File: src/rtl/s2mm_packer_pkg.sv
// Shared constants, state encoding and tkeep helper for the S2MM symbol packer.
package s2mm_pkg;

    localparam logic [7:0] K28_5_IDLE = 8'hBC;
    localparam logic [7:0] K29_7_EOF  = 8'hFD;

    localparam int                CNT_W    = 3;
    localparam logic [CNT_W-1:0]  CNT_FULL = 3'd4;

    typedef enum logic [1:0] {
        EMPTY,
        PARTIAL,
        HELD
    } state_t;

    function automatic logic [3:0] keep_from_cnt(input logic [CNT_W-1:0] cnt);
        logic [3:0] keep;
        keep = 4'h0;
        case (cnt)
            3'd1:    keep = 4'h1;
            3'd2:    keep = 4'h3;
            3'd3:    keep = 4'h7;
            3'd4:    keep = 4'hF;
            default: keep = 4'h0;
        endcase
        return keep;
    endfunction

endpackage

File: src/rtl/s2mm_packer.sv
// Strips idle commas from the recovered CameraLink symbol stream and packs data bytes into AXI4-Stream words.
// Optional stalled-frame flush is enabled with `define S2MM_TIMEOUT_FLUSH_EN.
//
// state   | meaning
// EMPTY   | cnt=0, accumulator holds no bytes
// PARTIAL | cnt=1..3, word being filled from lane 0 upward
// HELD    | cnt=4, full word kept back until the next symbol says whether it is the last
module s2mm_packer
    import s2mm_pkg::*;
#(
    parameter logic [7:0]  EOF_K   = K29_7_EOF,
    parameter logic [7:0]  IDLE_K  = K28_5_IDLE,
    parameter int unsigned TIMEOUT = 1024
) (
    input  logic        sys_clk,
    input  logic        FIFO_reset,
    input  logic        sym_valid,
    input  logic [7:0]  sym_data,
    input  logic        sym_ctrl,
    output logic        sym_ready,
    output logic [31:0] M_AXIS_S2MM_tdata,
    output logic [3:0]  M_AXIS_S2MM_tkeep,
    output logic        M_AXIS_S2MM_tlast,
    output logic        M_AXIS_S2MM_tvalid,
    input  logic        M_AXIS_S2MM_tready,
    output logic        rx_k_error
);

    if (TIMEOUT < 2 || TIMEOUT > 65535) begin : g_bad_timeout
        $error("s2mm_packer: TIMEOUT must be within 2..65535");
    end

    state_t             state;
    logic [31:0]        acc_q, acc_d;
    logic [CNT_W-1:0]   cnt_q, cnt_d;
    logic               take_data, take_eof, take_bad;
    logic               load, load_last;
    logic [3:0]         load_keep;
    logic               timeout_fire;

    always_comb begin
        sym_ready = ~M_AXIS_S2MM_tvalid | M_AXIS_S2MM_tready;
        take_data = sym_valid & sym_ready & ~sym_ctrl;
        take_eof  = sym_valid & sym_ready & sym_ctrl & (sym_data == EOF_K);
        take_bad  = sym_valid & sym_ready & sym_ctrl & (sym_data != EOF_K) & (sym_data != IDLE_K);
        if (cnt_q == '0)
            state = EMPTY;
        else if (cnt_q == CNT_FULL)
            state = HELD;
        else
            state = PARTIAL;
    end

`ifdef S2MM_TIMEOUT_FLUSH_EN
    localparam logic [15:0] TIMEOUT_W = 16'(TIMEOUT);

    logic [15:0] idle_cnt_q, idle_cnt_d;

    // Saturates at TIMEOUT so a blocked output still flushes once it frees up.
    always_comb begin
        timeout_fire = (state != EMPTY) && (idle_cnt_q == TIMEOUT_W) && sym_ready
                       && !take_data && !take_eof;
        idle_cnt_d = idle_cnt_q;
        if (state == EMPTY || take_data || take_eof || timeout_fire)
            idle_cnt_d = '0;
        else if (idle_cnt_q != TIMEOUT_W)
            idle_cnt_d = idle_cnt_q + 16'd1;
    end

    always_ff @(posedge sys_clk or posedge FIFO_reset) begin
        if (FIFO_reset)
            idle_cnt_q <= '0;
        else
            idle_cnt_q <= idle_cnt_d;
    end
`else
    assign timeout_fire = 1'b0;
`endif

    always_comb begin
        acc_d     = acc_q;
        cnt_d     = cnt_q;
        load      = 1'b0;
        load_last = 1'b0;
        load_keep = 4'hF;
        if (take_data) begin
            if (state == HELD) begin
                load  = 1'b1;
                acc_d = {24'h0, sym_data};
                cnt_d = 3'd1;
            end else begin
                acc_d[{cnt_q[1:0], 3'b000} +: 8] = sym_data;
                cnt_d = cnt_q + 3'd1;
            end
        end else if ((take_eof && state != EMPTY) || timeout_fire) begin
            load      = 1'b1;
            load_last = 1'b1;
            load_keep = keep_from_cnt(cnt_q);
            acc_d     = '0;
            cnt_d     = '0;
        end
    end

    always_ff @(posedge sys_clk or posedge FIFO_reset) begin
        if (FIFO_reset) begin
            acc_q              <= '0;
            cnt_q              <= '0;
            M_AXIS_S2MM_tdata  <= '0;
            M_AXIS_S2MM_tkeep  <= '0;
            M_AXIS_S2MM_tlast  <= 1'b0;
            M_AXIS_S2MM_tvalid <= 1'b0;
            rx_k_error         <= 1'b0;
        end else begin
            acc_q <= acc_d;
            cnt_q <= cnt_d;
            if (load) begin
                M_AXIS_S2MM_tdata  <= acc_q;
                M_AXIS_S2MM_tkeep  <= load_keep;
                M_AXIS_S2MM_tlast  <= load_last;
                M_AXIS_S2MM_tvalid <= 1'b1;
            end else if (M_AXIS_S2MM_tready) begin
                M_AXIS_S2MM_tvalid <= 1'b0;
            end
            if (take_bad)
                rx_k_error <= 1'b1;
        end
    end

endmodule
File: config.mk
export PLATFORM = sky130hd
export DESIGN_NAME = s2mm_packer
export DESIGN_NICKNAME = d
export VERILOG_FILES = /design/src/rtl/s2mm_packer_pkg.sv /design/src/rtl/s2mm_packer.sv
export SDC_FILE = /design/constraint.sdc
export NUM_CORES = 1
export LEC_CHECK = 0
export ABC_AREA = 1
export CORE_UTILIZATION = 30
export DETAILED_ROUTE_END_ITERATION = 8
export PLACE_DENSITY = 0.56
export SETUP_SLACK_MARGIN = 0.1
export SLEW_MARGIN = 10
export SYNTH_ARGS = -nofsm -noshare
export SYNTH_HDL_FRONTEND = slang
export SYNTH_SLANG_ARGS = --single-unit
File: constraint.sdc
create_clock -name sys_clk -period 2.5 [get_ports sys_clk]
set_input_delay 0.5 -clock sys_clk [delete_from_list [all_inputs] [get_ports sys_clk]]
set_output_delay 0.5 -clock sys_clk [all_outputs]
set_load 0.02 [all_outputs]
==> flow_metrics.tcl <==
set metrics [dict create \
    whs_path_depth 2 \
    grt_overflow 0 \
    critical_path.startpoint "M_AXIS_S2MM_tready" \
    port_buffers 52 \
    drt_pre_antenna_iters 4 \
    fin_cells 589 \
    critical_path_class "primary input to primary output" \
    outcome "complete, no violations" \
    placed_area_um2 4100 \
    path_common_cell "clkdlybuf4s50_1" \
    finalMaxSlewViolations 0 \
    diodes 0 \
    cp-start-kind "primary input" \
    htreeDepth 3 \
    die_w_um 109 \
    rr_startpoint "cnt_q[0]$_DFFE_PP0P_" \
    max_freq_mhz 456 \
    arrival_ns 1.69 \
    hp-start "acc_q[15]$_DFFE_PP0P_" \
    cts_resized 0 \
    ys_seq_area_frac 0.538 \
    drv_cap 0 \
    place_inst 573 \
    post_drt_wl_per_cell_um 13.4 \
    cts-root-buf "clkbuf_16" \
    hp-class "register to register" \
    layout_setup_ws_ns 0.307 \
    insertion_delay_ns 0.33 \
    min_period_ns 2.19 \
    numClockSinks 74 \
    syn_inst 389 \
    grt_max_degree 75 \
    die_y_um 109 \
    layout_commonest_cell "nand2_1" \
    cts_buffers 9 \
    final_layout_size_suffix_gt1_frac 0.129 \
    clk_pin_slew_ns 0.05 \
    track_usage 0.150 \
    cts_max_path_buffers 2 \
    drc_errors 0 \
    dr.first_iter.drc_count 133 \
    end_kind "primary output" \
    postCtsHoldBufs 0 \
    wl_mm 7.92 \
    cts_tree "built" \
    leakagePower_nw 2.29 \
    layout.filler_cells 1135 \
    critPathTopFamily "buffers and inverters" \
    ant_nets 0 \
    tns_ns 0 \
    maxSlewHeadroom 0.629 \
    post-place-ws_ns 0.284 \
    ios 53 \
    slowest_delay_ns 0.60 \
    max_slew.worst_pin.slew_ns 0.554 \
    setup_violations 0 \
    async_flop_share 1.00 \
    synth_top_area_frac 0.538 \
    slowest_stage "clkdlybuf4s50_1" \
    fin_nets 463 \
    ys_ff_latch 74 \
    required_ns 2.00 \
    ys_warn_count 0 \
    syn_area_um2 3440 \
    vdd_drop_max_v 0.000360 \
    syn_area_per_cell_um2 8.85 \
    cp_max_fo 4 \
    cts_setup_buffers 0 \
    rows 38 \
    via_count 2685 \
    vias_per_cell 4.56 \
    antenna_found_initial 0 \
    area_growth_pct 26.6 \
    grt_first_pass_wirelength_mm 13.5 \
    cp.depth 4 \
    die-area_um2 11900 \
    synth_nets 408 \
    place_hpwl_mm 5.55 \
    synth_flop_cell "dfrtp_1" \
    grt_pass1_vias 2755 \
    timing.final.crit_share 0.877 \
    synth_edf_count 0 \
    path_buf_inv 3 \
    stdcell_area_um2 4360 \
    worstRegToRegCells 8 \
    finalHoldViolCount 0 \
    yosys.area.top_type "dfrtp_1" \
    gp_congestion 0.838 \
    p_per_area_nw_per_um2 924 \
    synth.distinct_cells 21 \
    start_util 0.312 \
    final_cell_mix "nand2_1 (147), dfrtp_1 (74), clkdlybuf4s50_1 (52)" \
    coreArea_um2 11000 \
    crit_chain "clkdlybuf4s50_1 -> inv_2 -> nand2_4 -> clkdlybuf4s50_1" \
    synth_area_leaders "dfrtp_1 (54%), nand2_1 (16%), nand3_1 (6.8%)" \
    rsz0062_at_grt "no" \
    skew_ns 0.00389 \
]
## registers in the layout (all words and copies together), names as in the netlist
signal,cells
M_AXIS_S2MM_tkeep,4
acc_q,32
M_AXIS_S2MM_tdata,32
M_AXIS_S2MM_tlast,1
rx_k_error,1
M_AXIS_S2MM_tvalid,1
cnt_q,3
## tightest hold or removal path: cells and delay by family, from the launching register on
kind	cells	cell delay [ns]
and+or+nand+nor	2	0.09
DFF	1	0.34
## Yosys cell counts, types with 3 or more instances
| cell type | count |
|---|---|
| buf_2 | 7 |
| buf_6 | 7 |
| dfrtp_1 | 74 |
| ha_1 | 6 |
| inv_1 | 25 |
| inv_2 | 5 |
| nand2_1 | 147 |
| nand2_2 | 4 |
| nand2_4 | 4 |
| nand3_1 | 47 |
| nand3_2 | 19 |
| nor2_1 | 17 |
| nor2_2 | 3 |
| o21ai_0 | 17 |
## cells by family after synthesis
logic type,count (synthesis),synth area share
compound gates,19,0.0291
xor+xnor,1,0.00254
fa+ha+maj,6,0.0218
buf+inv,45,0.0679
flops,74,0.538
simple gates,244,0.341
## cell type report
type,count,area (um2),area share
inverter,30,113,0.0258
multi-input combinational,270,1360,0.312
clock buffer,13,250,0.0574
sequential,74,1850,0.425
clock inverter,3,15.0,0.00344
tap,140,175,0.0402
timing repair buffer,59,598,0.137
## per-layer routing
layer | vias to the layer above | global-route usage | part of all wire | wire [um]
li1 | 1337 | - | - | -
met1 | 1269 | 0.197 | 0.48 | 3810
met2 | 66 | 0.232 | 0.45 | 3540
met3 | 13 | 0.0347 | 0.049 | 387
met4 | 0 | 0.0743 | 0.023 | 185
met5 | - | 0 | 0 | 0
## where the power goes
part	leakage (nW)	switching [mW]	internal, mW
registers	1.00	0.184	1.45
logic	1.15	0.725	0.507
clock network	0.133	0.466	0.694
total	2.29	1.37	2.65
## metrics by stage
stage / total power [mW] / util / hold slack, ns
after floorplan: 2.41 / - / 0.442
after global placement: 2.88 / 0.371 / 0.455
after detailed placement: 2.90 / 0.371 / 0.456
after CTS: 4.07 / 0.395 / 0.474
after global routing: 4.29 / 0.395 / 0.491
final: 4.03 / 0.395 / 0.467
## path summary, 6_finish.rpt
path / end / slack [ns]
setup / recovery: sym_ready / 0.31
hold / removal: acc_q[15]$_DFFE_PP0P_ / 0.47
setup reg to reg: M_AXIS_S2MM_tdata[7]$_DFFE_PP0P_ / 0.45
hold reg to reg: acc_q[15]$_DFFE_PP0P_ / 0.47
max in group asynchronous: M_AXIS_S2MM_tkeep[1]$_DFFE_PP0P_ / 1.59
min in group asynchronous: acc_q[30]$_DFFE_PP0P_ / 0.56
(Power assumes the default switching activity.)
